`src/rtl/sine_pkg.sv`:
```
// Shared constants and types for the sine playback path.
package sine_pkg;

  localparam int SINE_SIZE      = 8;
  localparam int TABLE_SIZE     = 56;
  localparam int TABLE_REG_SIZE = 6;

  typedef enum logic [1:0] {
    IDLE    = 2'd0,
    RUN     = 2'd1,
    PRESENT = 2'd2
  } player_state_t;

  typedef logic [SINE_SIZE-1:0]      sample_t;
  typedef logic [TABLE_REG_SIZE-1:0] index_t;

endpackage

```
`src/rtl/sine_index_reflect.sv`:
```
// Next table index for the reflecting walk: the index bounces between 0 and
// table_size so the half-sine table plays back as a full period.
module sine_index_reflect
  import sine_pkg::*;
#(
  parameter int STRIDE_W = 4
) (
  input  logic [TABLE_REG_SIZE-1:0] index,
  input  logic                      dir_down,
  input  logic [STRIDE_W-1:0]       stride,
  input  logic [TABLE_REG_SIZE-1:0] table_size,
  output logic [TABLE_REG_SIZE-1:0] next_index,
  output logic                      next_dir_down,
  output logic                      wrap
);

  // Two extra bits so index+stride and 2*table_size never overflow before compare.
  localparam int AW = TABLE_REG_SIZE + 2;

  logic [AW-1:0] idx_w;
  logic [AW-1:0] ts_w;
  logic [AW-1:0] ts2_w;
  logic [AW-1:0] s_w;
  logic [AW-1:0] sum_w;
  logic [AW-1:0] refl_top_w;
  logic [AW-1:0] dec_w;
  logic [AW-1:0] refl_bot_w;

  // Reflect at the peak (going up) or at the trough (going down).
  always_comb begin
    idx_w         = AW'(index);
    ts_w          = AW'(table_size);
    ts2_w         = ts_w << 1;
    s_w           = (stride == '0) ? AW'(1) : AW'(stride);
    sum_w         = idx_w + s_w;
    refl_top_w    = ts2_w - sum_w;
    dec_w         = idx_w - s_w;
    refl_bot_w    = s_w - idx_w;
    next_index    = index;
    next_dir_down = dir_down;
    wrap          = 1'b0;

    if (idx_w > ts_w) begin
      // table_size shrank below the current index: park at the new peak.
      next_index    = table_size;
      next_dir_down = 1'b1;
    end else if (!dir_down) begin
      if (sum_w <= ts_w) begin
        next_index = sum_w[TABLE_REG_SIZE-1:0];
      end else begin
        next_dir_down = 1'b1;
        // A stride larger than table_size would fold below zero; pin to trough.
        next_index    = (sum_w > ts2_w) ? '0 : refl_top_w[TABLE_REG_SIZE-1:0];
      end
    end else begin
      if (idx_w >= s_w) begin
        next_index = dec_w[TABLE_REG_SIZE-1:0];
      end else begin
        next_dir_down = 1'b0;
        wrap          = 1'b1;
        next_index    = (refl_bot_w > ts_w) ? table_size : refl_bot_w[TABLE_REG_SIZE-1:0];
      end
    end
  end

endmodule

```
`src/rtl/half_sine_player.sv`:
```
// Plays the half-sine table back as a continuous sine sample stream with a
// valid/ready output. One sample per CLK_DIV run cycles plus the handshake.
//
// state   | meaning
// IDLE    | playback stopped, index/dir held for resume
// RUN     | divider counting toward the next sample load
// PRESENT | sample valid, waiting for sample_ready
module half_sine_player
  import sine_pkg::*;
#(
  parameter int CLK_DIV  = 4,
  parameter int STRIDE_W = 4
) (
  input  logic                                  clk,
  input  logic                                  rst,
  input  logic [TABLE_SIZE-1:0][SINE_SIZE-1:0]  sine_wave,
  input  logic [TABLE_REG_SIZE-1:0]             table_size,
  input  logic                                  enable,
  input  logic [STRIDE_W-1:0]                   stride,
  input  logic                                  sample_ready,
  output logic                                  sample_valid,
  output sample_t                               sample,
  output logic [TABLE_REG_SIZE-1:0]             index,
  output logic                                  dir_down,
  output logic                                  cycle_done
);

  localparam int DIV_W = (CLK_DIV > 1) ? $clog2(CLK_DIV) : 1;
  localparam logic [DIV_W-1:0] DIV_LAST = DIV_W'(CLK_DIV - 1);

  player_state_t             state;
  logic [DIV_W-1:0]          divider;
  sample_t                   table_word;
  logic [TABLE_REG_SIZE-1:0] nxt_index;
  logic                      nxt_dir_down;
  logic                      nxt_wrap;

  sine_index_reflect #(
    .STRIDE_W(STRIDE_W)
  ) u_reflect (
    .index        (index),
    .dir_down     (dir_down),
    .stride       (stride),
    .table_size   (table_size),
    .next_index   (nxt_index),
    .next_dir_down(nxt_dir_down),
    .wrap         (nxt_wrap)
  );

  // Table lookup as a compare mux so an index beyond the table reads zero.
  always_comb begin
    table_word = '0;
    for (int i = 0; i < TABLE_SIZE; i++) begin
      if (index == TABLE_REG_SIZE'(i)) table_word = sine_wave[i];
    end
  end

  // Playback FSM with divider and registered stream outputs.
  always_ff @(posedge clk or posedge rst) begin
    if (rst) begin
      state        <= IDLE;
      divider      <= '0;
      index        <= '0;
      dir_down     <= 1'b0;
      sample       <= '0;
      sample_valid <= 1'b0;
      cycle_done   <= 1'b0;
    end else begin
      cycle_done <= 1'b0;
      case (state)
        IDLE: begin
          divider <= '0;
          if (enable) state <= RUN;
        end
        RUN: begin
          if (!enable) begin
            divider <= '0;
            state   <= IDLE;
          end else if (divider == DIV_LAST) begin
            sample       <= table_word;
            sample_valid <= 1'b1;
            divider      <= '0;
            state        <= PRESENT;
          end else begin
            divider <= divider + 1'b1;
          end
        end
        PRESENT: begin
          // Stride and table_size are taken at the handshake itself.
          if (sample_ready) begin
            sample_valid <= 1'b0;
            index        <= nxt_index;
            dir_down     <= nxt_dir_down;
            cycle_done   <= nxt_wrap;
            state        <= enable ? RUN : IDLE;
          end
        end
        default: state <= IDLE;
      endcase
    end
  end

endmodule
```
`config.mk`:
```
export PLATFORM = sky130hd
export DESIGN_NAME = half_sine_player
export DESIGN_NICKNAME = d
export VERILOG_FILES = /design/src/rtl/sine_pkg.sv /design/src/rtl/sine_index_reflect.sv /design/src/rtl/half_sine_player.sv
export SDC_FILE = /design/constraint.sdc
export NUM_CORES = 1
export LEC_CHECK = 0
export BUFFER_PORTS_ARGS = -buffer_cell sky130_fd_sc_hd__buf_2
export CORE_AREA = 5 5 184 186
export DETAILED_ROUTE_END_ITERATION = 8
export DIE_AREA = 0 0 189 191
export HOLD_SLACK_MARGIN = 0.08
export PLACE_DENSITY_LB_ADDON = 0.08
export SLEW_MARGIN = 20
export SYNTH_ARGS = -nofsm -noshare
export SYNTH_HDL_FRONTEND = slang
export SYNTH_SLANG_ARGS = --single-unit
```
`constraint.sdc`:
```
create_clock -name clk -period 4.99 [get_ports clk]
set_input_delay 1.497 -clock clk [delete_from_list [all_inputs] [get_ports clk]]
set_output_delay 1.497 -clock clk [all_outputs]
set_load 0.02 [all_outputs]
```
Word level (Yosys, flattened, before mapping)
Cells that the tools add are included.
- word-level logic and storage cells: 174
- output and inout bits: 17
- input bits: 462
- bits in registers: 21
- eq/ne operators: 63
- add/subtract/negate cells: 5
- order comparisons: 5
- reduce and logical (&&, ||, !) cells: 9
- multiplexer cells: 85
- operators with widths (kind ; number):
    8-bit two-way mux ; 56
    6-bit equality test, second input constant ; 24
    6-bit by 5-bit equality test with 1-bit output, second input constant ; 16
    6-bit by 4-bit equality test with 1-bit output, second input constant ; 8
    6-bit two-way mux ; 6
    6-bit by 3-bit equality test with 1-bit output, second input constant ; 4
    1-bit two-way mux ; 13
    6-bit by 2-bit equality test with 1-bit output, second input constant ; 2
    2-bit two-way mux ; 6
    6-bit subtractor ; 2
    6-bit by 8-bit greater-or-equal comparator with 1-bit output ; 1
    8-bit by 6-bit greater-than comparator with 1-bit output ; 1
    8-bit by 7-bit greater-than comparator with 1-bit output ; 1
    8-bit by 6-bit less-or-equal comparator with 1-bit output ; 1
    2-bit != test, second input constant ; 4
    8-bit by 6-bit subtractor with 8-bit output ; 1
    6-bit by 4-bit adder with 7-bit output ; 1
    6-bit by 1-bit equality test with 1-bit output, second input constant ; 1
    6-bit greater-than comparator ; 1
    6-bit logical NOT ; 1
    2-bit one-hot mux with 3 select lines ; 1
    3-bit AND reduction ; 2
    2-bit equality test, second input constant ; 2
    4-bit logical NOT ; 1
    10 further kinds ; 11

Depth between registers and ports, before layout
Gate-level depths: netlist of run 1.
- depth in word-level cells: 57
- mapped depth: 19
- depth with buffers taken out: 17

Cells and area by module
Synthesis of run 1 repeated with hierarchy kept, for this count alone.
- cell total of the unflattened synthesis: 1210
- area total of the unflattened synthesis: 8341.8 µm²
- modules (own cells, without submodules) (module ; seq. area each (µm²) ; cells each ; area each (µm²) ; instances):
    half_sine_player ; 525.5 ; 998 ; 6756.5 ; 1
    sine_index_reflect ; 0.0 ; 212 ; 1585.3 ; 1

Worst setup path after synthesis of run 1
OpenSTA, ideal clock, no wires.
- path type: input to register
- start: input stride[1]
- end: register index[0]
- path slack: 245 ps
- arrival: 4663 ps
- buffers on the path: 0
- library setup time: 82 ps
- cell stages on the path: 16
- data required time: 4908 ps
- cell sequence: nor3_1 > or2_2 > ha_1 > fa_1 > nand2b_1 > a21oi_1 > nor2_1 > xnor2_1 > ha_1 > and3_1 > o21a_1 > a2111oi_2 > o21ai_0 > a2111oi_0 > a21oi_1 > a31oi_1
- cells in the longest elaborated chain, start to end: 8
- elaborated cells on any way between the ends: 16
- classes of those cells: add/sub (4); order compare (4); mux (7); reduce/logical (1)
- ends and longest elaborated chain (what ; RTL line ; RTL):
    start, declared ; half_sine_player.sv:19 ; input logic [STRIDE_W-1:0] stride,
    4-bit logical NOT ; sine_index_reflect.sv:34 ; s_w = (stride == '0) ? AW'(1) : AW'(stride);
    4-bit two-way mux * ; sine_index_reflect.sv:34 ;
    8-bit by 6-bit subtractor with 8-bit output / 6-bit by 4-bit adder with 7-bit output (equally long branches) ; sine_index_reflect.sv:38, sine_index_reflect.sv:35 ;
    8-bit by 6-bit greater-than comparator with 1-bit output (tied with other cells) ; sine_index_reflect.sv:61 ; next_index = (refl_bot_w > ts_w) ? table_size : refl_bot_w[TABLE_REG_SIZE-1:0];
    6-bit two-way mux, on equally long branches ; sine_index_reflect.sv:61, sine_index_reflect.sv:53 ;
    6-bit two-way mux, on equally long branches ; sine_index_reflect.sv:56, sine_index_reflect.sv:48 ;
    6-bit two-way mux * ; sine_index_reflect.sv:47 ; end else if (!dir_down) begin
    6-bit two-way mux * ; sine_index_reflect.sv:43 ; if (idx_w > ts_w) begin
    end signal, assigned ; half_sine_player.sv:92 ; index <= nxt_index;
    end, declared ; half_sine_player.sv:23 ; output logic [TABLE_REG_SIZE-1:0] index,
Every way passes the cells marked *; elsewhere a longest branch is shown, timed or not.
A chain may end at the register's enable or synchronous reset.

Worst setup path in the final report of run 1
- start: input stride[3]
- end: register index[5]
The elaborated chain is that of the path after synthesis.

==> metrics.csv, run 1 <==
metric;value;unit
Multi-input gate area;6571;um^2
Final min period;4.803;ns
Post-Syn Area;7715;um^2
area leader, netlist;mux2i_1;
Static Leak;5.042;nW
Vias/cell;5.636;
count leader, synth;o21ai_0;
DIE AREA;36100;um^2
CTS tree;yes;
Hold Crit Class;reg2reg;
Arrival @ worst endpoint;4.99;ns
syn_area_per_cell;7.058;um^2
Post-synth EDFFs;0;
Final ANT Viol Nets;0;
WL/cell;26.97;um
Core ar.;32120;um^2
CP Data Required Time;5.18;ns
FP Rows;66;
sequential element share of the synthesized area;6.812;%
Primary FF master, synth;dfrtp_1;
max frequency;208.2;MHz
global-route usage over all layers;26.95;%
FILL cells;3673;
total gr overflow;0;
Reg area;535.5;um^2
Distinct cells, synth;84;
hold slack;0.4934;ns
Routed WL;52530;um
worst-margin pin slew;0.9829;ns
setup violators final;0;
Root Buffer;clkbuf_16;
Top Ports;479;
initial antenna violation count;14;
worst-skew pair later-pin latency;0.27;ns
Clock Path Buffers;2;
commonest cells in the netlist;o21ai_0, nor2_1, a21oi_1, nand2_1, mux2i_1;
Final Hold Viols;0;
Synth top area share;7.655;%
crit path kind;in2reg;
die width;189;um
Setup Skew;0.004806;ns
syn nets;1601;
RSZ-0062 raised after global routing;no;
crit-path max FO;4;
cts hold-fix bufs;0;
Inserted Clock Buffers;3;
area delta synth->final;38.70;%
final cell count without fillers;1948;
yosys warns;0;
Buffers & Inverters on Critical Path;3;
placed cells;1933;
clock slew seen by the registers of the worst setup and hold paths;0.07;ns
# port buffers;478;
CP Launch Type;primary input;
maximum vdd ir drop;0.08427;mV
routability congestion estimate;0.9013;
worst-path cell chain;buf_2 > nor3_1 > or2_2 > ha_1 > fa_1 > nand2b_1 > a21oi_1 > nor2_1 > xnor2_1 > ha_1 > and3_1 > o21a_1 > a2111oi_2 > buf_4 > o21a_1 > buf_4 > or4_1 > a21o_1 > a31oi_1;
clock sinks;21;
HPWL after detailed placement;41660;um
Final period util;96.26;%
Layout Nets;2038;
Residual DRC;0;
Tot Pwr;1.345;mW
Area contributors post-synth;mux2i_1, o21ai_0, dfrtp_1;
outcome;finished clean;
Synth Register Bits;21;
largest net degree at the start of global routing;159;
vias in the first global route;10680;
maxcap violations;0;
DR iter-0 viols;1042;
Crit. End Element;flip-flop;
ys async rst share;100.0;%
CP top delay family;simple AND/OR/NAND/NOR gates;
Slew Limit Headroom;33.58;%
Pins Over Slew Limit;0;
Syn Inst Count;1093;
Pre-antenna DRT Iters;5;
Starting Density;24.02;%
max incr delay on CP;0.49;ns
Cell Pwr Density;125.7;nW/um^2
chip height;191;um
CP max-delay cell;or4_1;
H-tree levels;1;
vias post-DR;10980;
first-pass GRT wire length;73860;um
share of cells above drive strength 1;39.83;%
==> layout by cell type (no fill, tap or decap), types with 13 or more instances in the layout <==
cell type  instances
a22oi_1           21
inv_1             29
buf_2            478
a21oi_1           98
nor2b_1           17
nor2_1           100
o21ai_0          106
ha_1              42
nor3_1            40
o31ai_1           13
nand3_1           21
a211oi_1          17
mux2_2            23
buf_4             56
dfrtp_1           17
mux4_2            14
mux2i_1           59
o22ai_1           34
nand2_1           80
a31oi_1           18
==> tightest hold or removal path, stage by stage, from the launching register on <==
cell,delay (ns)
dfrtp_1,0.35
nand2_1,0.05
o21ai_0,0.06
==> cell type report <==
class                   count  area share, %
well taps                 408          4.771
diodes                     11         0.2572
flip-flops and latches     21          5.005
clock inverters             1        0.07016
inverters                  32          1.123
clock buffers               3         0.7016
multi-input cells         936          61.41
repair buffers            536          26.66
==> flip-flops by register name, summed over array words and instances (netlist names) <==
| signal | count |
|---|---|
| cycle_done | 1 |
| index | 6 |
| sample | 8 |
| state | 2 |
| divider | 2 |
| dir_down | 1 |
| sample_valid | 1 |
==> routing by layer <==
metal | global-route usage [%] | share of wire [%] | wire (um) | up-vias
met3 | 4.383 | 6.7 | 3512 | 51
met2 | 49.02 | 51 | 26870 | 451
met1 | 33.97 | 40 | 21240 | 5380
li1 | - | - | - | 5082
met5 | 0 | 0.16 | 83 | -
met4 | 4.624 | 1.6 | 831 | 14
==> where the power goes <==
group	total [mW]	leakage [nW]	internal, mW	switching [mW]
clock network	0.192	0.0372	0.109	0.0826
logic	0.953	4.74	0.432	0.521
registers	0.201	0.266	0.182	0.0186
total	1.34	5.04	0.723	0.622
==> metrics by stage <==
stage,util (%),instance area (um^2),setup WS [ns],TNS (ns)
after floorplan,-,7715,0.2451,0
after global placement,32.96,10590,-0.07124,-0.1755
after detailed placement,32.96,10590,-0.07162,-0.1615
after CTS,33.22,10670,0.1942,0
after global routing,33.28,10690,0.01970,0
final,33.31,10700,0.1866,0
==> kinds of logic (layout without fill, tap and decap cells) <==
family | Yosys count | count (layout) | share of synthesized area [%]
XOR/XNOR | 12 | 12 | 1.362
buffers and inverters | 136 | 572 | 8.255
adder cells (fa/ha/maj) | 46 | 46 | 7.849
AND/OR/NAND/NOR | 348 | 348 | 23.84
AO/OA/AOI/OAI | 433 | 433 | 36.59
multiplexers | 97 | 97 | 15.29
flip-flops | 21 | 21 | 6.811
other | 0 | 11 | 0
==> worst paths after layout <==
kind | startpoint | end | slack [ns] | depth (start not counted)
max | stride[3] | index[5]$_DFFE_PP0P_ | 0.19 | 19
min | divider[1]$_DFFE_PP0P_ | divider[1]$_DFFE_PP0P_ | 0.49 | 2
max reg2reg | index[1]$_DFFE_PP0P_ | index[5]$_DFFE_PP0P_ | 1.17 | 18
min reg2reg | divider[1]$_DFFE_PP0P_ | divider[1]$_DFFE_PP0P_ | 0.49 | 2
max in group asynchronous | rst | index[0]$_DFFE_PP0P_ | 3.18 | 2
min in group asynchronous | rst | sample[7]$_DFFE_PP0P_ | 1.31 | 2
==> timing repair <==
action                                  4_1_cts  5_1_grt
buffers inserted                              0        0
endpoints found under the setup margin        0        1
endpoints found under the hold margin         0        0
resized for setup                             0        1
Note: power is estimated with default switching activity, not from simulation.
==> run 2: changes to the inputs <==
PLACE_DENSITY = 0.55   (was unset)
PLACE_DENSITY_LB_ADDON = unset   (was 0.08)
==> run 2 against run 1 <==
Net effect: utilization grew 0.12 points; cell count grew 0.21%; sequential power is essentially flat; sequential cell count is the same; critical path type unchanged; largest cell class unchanged; largest power group unchanged.
==> metrics.csv, run 2 (synthesized netlist as in run 1, its figures left out) <==
metric;value;unit;change
outcome;finished clean;;unchanged
CP Data Required Time;5.18;ns;about the same
Arrival @ worst endpoint;4.96;ns;was 4.99 ns
Static Leak;5.065;nW;was 5.042 nW
worst reg2reg path depth;7;;was 18
Tot Pwr;1.349;mW;was 1.345 mW
Layout Nets;2040;;was 2038
WL/cell;25.98;um;was 26.97 um
DR iter-0 viols;1009;;was 1042
DIE AREA;36100;um^2;unchanged
Largest register FFs;8;;unchanged
Final Hold Viols;0;;unchanged
# port buffers;478;;unchanged
Residual DRC;0;;unchanged
top flop regs;sample x8, index x6;;unchanged
first-pass GRT wire length;71390;um;was 73860 um
Cell Pwr Density;125.6;nW/um^2;was 125.7 nW/um^2
Setup Skew;0.006620;ns;was 0.004806 ns
sw frac;46.49;%;was 46.24%
Crit. End Element;flip-flop;;unchanged
die width;189;um;unchanged
total gr overflow;0;;unchanged
global-route usage over all layers;25.96;%;was 26.95%
largest net degree at the start of global routing;160;;was 159
R2R Setup Slk;1.02;ns;was 1.17 ns
Top Ports;479;;unchanged
Vias/cell;5.776;;was 5.636
most common cell after layout, fill and taps aside;buf_2;;unchanged
clock sinks;21;;unchanged
CP Launch Type;primary input;;unchanged
max incr delay on CP;0.49;ns;about the same
Routed WL;50710;um;was 52530 um
max frequency;209.4;MHz;was 208.2 MHz
Hold Crit Start;sample_valid$_DFFE_PP0P_;;was divider[1]$_DFFE_PP0P_
TNS Setup;0;ns;unchanged
Post-CTS Resized;0;;unchanged
combinational power share;71.5;%;was 70.8%
chip height;191;um;unchanged
Clock Path Buffers;2;;unchanged
Pins Over Slew Limit;0;;unchanged
sw power;627.1;uW;was 621.9 uW
Crit Reg-Reg Endpoint;sample[1]$_DFFE_PP0P_;;was index[5]$_DFFE_PP0P_
Core ar.;32120;um^2;unchanged
commonest cells after routing, fill and taps aside;buf_2, o21ai_0, nor2_1, a21oi_1, nand2_1;;unchanged
crit path kind;in2reg;;unchanged
routability congestion estimate;0.9235;;was 0.9013
HPWL after detailed placement;40150;um;was 41660 um
vias in the first global route;11030;;was 10680
CTS tree;yes;;unchanged
worst-skew pair later-pin latency;0.26;ns;was 0.27 ns
vias post-DR;11280;;was 10980
postcts setup bufs;0;;unchanged
Biggest register;sample;;unchanged
share of cells above drive strength 1;40.10;%;was 39.83%
worst r2r src;index[4]$_DFFE_PP0P_;;was index[1]$_DFFE_PP0P_
CP max-delay cell;or4_1;;unchanged
hold path depth;2;;unchanged
Inserted Clock Buffers;3;;unchanged
CP top delay family;simple AND/OR/NAND/NOR gates;;unchanged
Clock power frac;13.7;%;was 14.3%
maxcap violations;0;;unchanged
Pre-antenna DRT Iters;5;;unchanged
Power Internal;721.9;uW;was 723.0 uW
Buffers & Inverters on Critical Path;3;;unchanged
Root Buffer;clkbuf_16;;unchanged
initial antenna violation count;17;;was 14
crit-path max FO;4;;unchanged
area delta synth->final;39.22;%;was 38.70%
Hold EP;sample_valid$_DFFE_PP0P_;;was divider[1]$_DFFE_PP0P_
RSZ-0062 raised after global routing;no;;unchanged
worst-margin pin slew;0.9773;ns;was 0.9829 ns
worst-path cell chain;buf_2 > nor3_1 > or2_2 > ha_1 > fa_2 > nand2b_1 > a21oi_1 > nor2_1 > xnor2_1 > ha_1 > and3_1 > o21a_1 > a2111oi_2 > buf_4 > o21a_1 > buf_4 > or4_1 > a21o_1 > a31oi_1;;was buf_2 > nor3_1 > or2_2 > ha_1 > fa_1 > nand2b_1 > a21oi_1 > nor2_1 > xnor2_1 > ha_1 > and3_1 > o21a_1 > a2111oi_2 > buf_4 > o21a_1 > buf_4 > or4_1 > a21o_1 > a31oi_1
Hold Crit Class;reg2reg;;unchanged
FILL cells;3570;;was 3673
H-tree levels;1;;unchanged
Final ANT Viol Nets;0;;unchanged
Slew Limit Headroom;33.96;%;was 33.58%
clock slew seen by the registers of the worst setup and hold paths;0.07;ns;about the same
Final min period;4.774;ns;was 4.803 ns
Final period util;95.68;%;was 96.26%
Flop pwr share;14.8;%;was 14.9%
FP Rows;66;;unchanged
setup violators final;0;;unchanged
maximum vdd ir drop;0.1145;mV;was 0.08427 mV
Starting Density;24.02;%;unchanged
cts hold-fix bufs;0;;unchanged
==> run 2: power groups by stage <==
stage,Sequential [mW],Clock (mW),Combinational (mW)
final,0.200,0.185,0.964
after global routing,0.202,0.195,1.04
after CTS,0.199,0.189,0.954
after detailed placement,0.203,0,0.950
after global placement,0.203,0,0.944
after floorplan,0.206,0,0.486
==> run 2: worst max-delay path by stage <==
stage / start / to / slack, ns / depth (start not counted)
finish: stride[1] / index[5]$_DFFE_PP0P_ / 0.22 / 19
global route: stride[1] / index[5]$_DFFE_PP0P_ / 0.01 / 20
CTS: stride[1] / index[0]$_DFFE_PP0P_ / 0.17 / 17
detailed placement: stride[1] / index[0]$_DFFE_PP0P_ / -0.11 / 17
global placement: stride[1] / index[0]$_DFFE_PP0P_ / -0.08 / 17
floorplan: stride[1] / index[0]$_DFFE_PP0P_ / 0.25 / 16
==> run 2: metrics by stage <==
| step | hold slack, ns | utilization, % | cell area, um^2 | instances | setup WS [ns] |
|---|---|---|---|---|---|
| 5_1_grt | 0.5178 | 33.40 | 10730 | 1947 | 0.01230 |
| 6_report | 0.4822 | 33.43 | 10740 | 1952 | 0.2155 |
| 2_1_floorplan | 0.4538 | - | 7715 | 1093 | 0.2451 |
| 3_5_place_dp | 0.4636 | 33.01 | 10600 | 1935 | -0.1115 |
| 4_1_cts | 0.4847 | 33.26 | 10690 | 1939 | 0.1657 |
| 3_3_place_gp | 0.4623 | 33.01 | 10600 | 1935 | -0.08292 |
==> run 2: worst min-delay path: cells and delay by family, from the launching register on <==
kind	cells	cell delay, ns
flip-flops	1	0.35
AND/OR/NAND/NOR	2	0.11
==> run 2: layout make-up <==
class,instances,area [um^2],share of cell area [%]
Timing Repair Buffer,538,2868,26.70
Tap cell,408,510.5,4.753
Sequential cell,21,534.3,4.974
Clock inverter,1,7.507,0.06990
Multi-Input combinational cell,936,6593,61.38
Inverter,32,120.1,1.118
Clock buffer,3,75.07,0.6990
Antenna cell,13,32.53,0.3029
==> run 2: layer usage <==
layer	up-vias	GRT usage [%]	routed length [um]
li1	5101	-	-
met4	16	9.193	1810
met3	98	7.049	5069
met1	5419	32.91	20080
met5	-	0	98
met2	641	42.51	23650
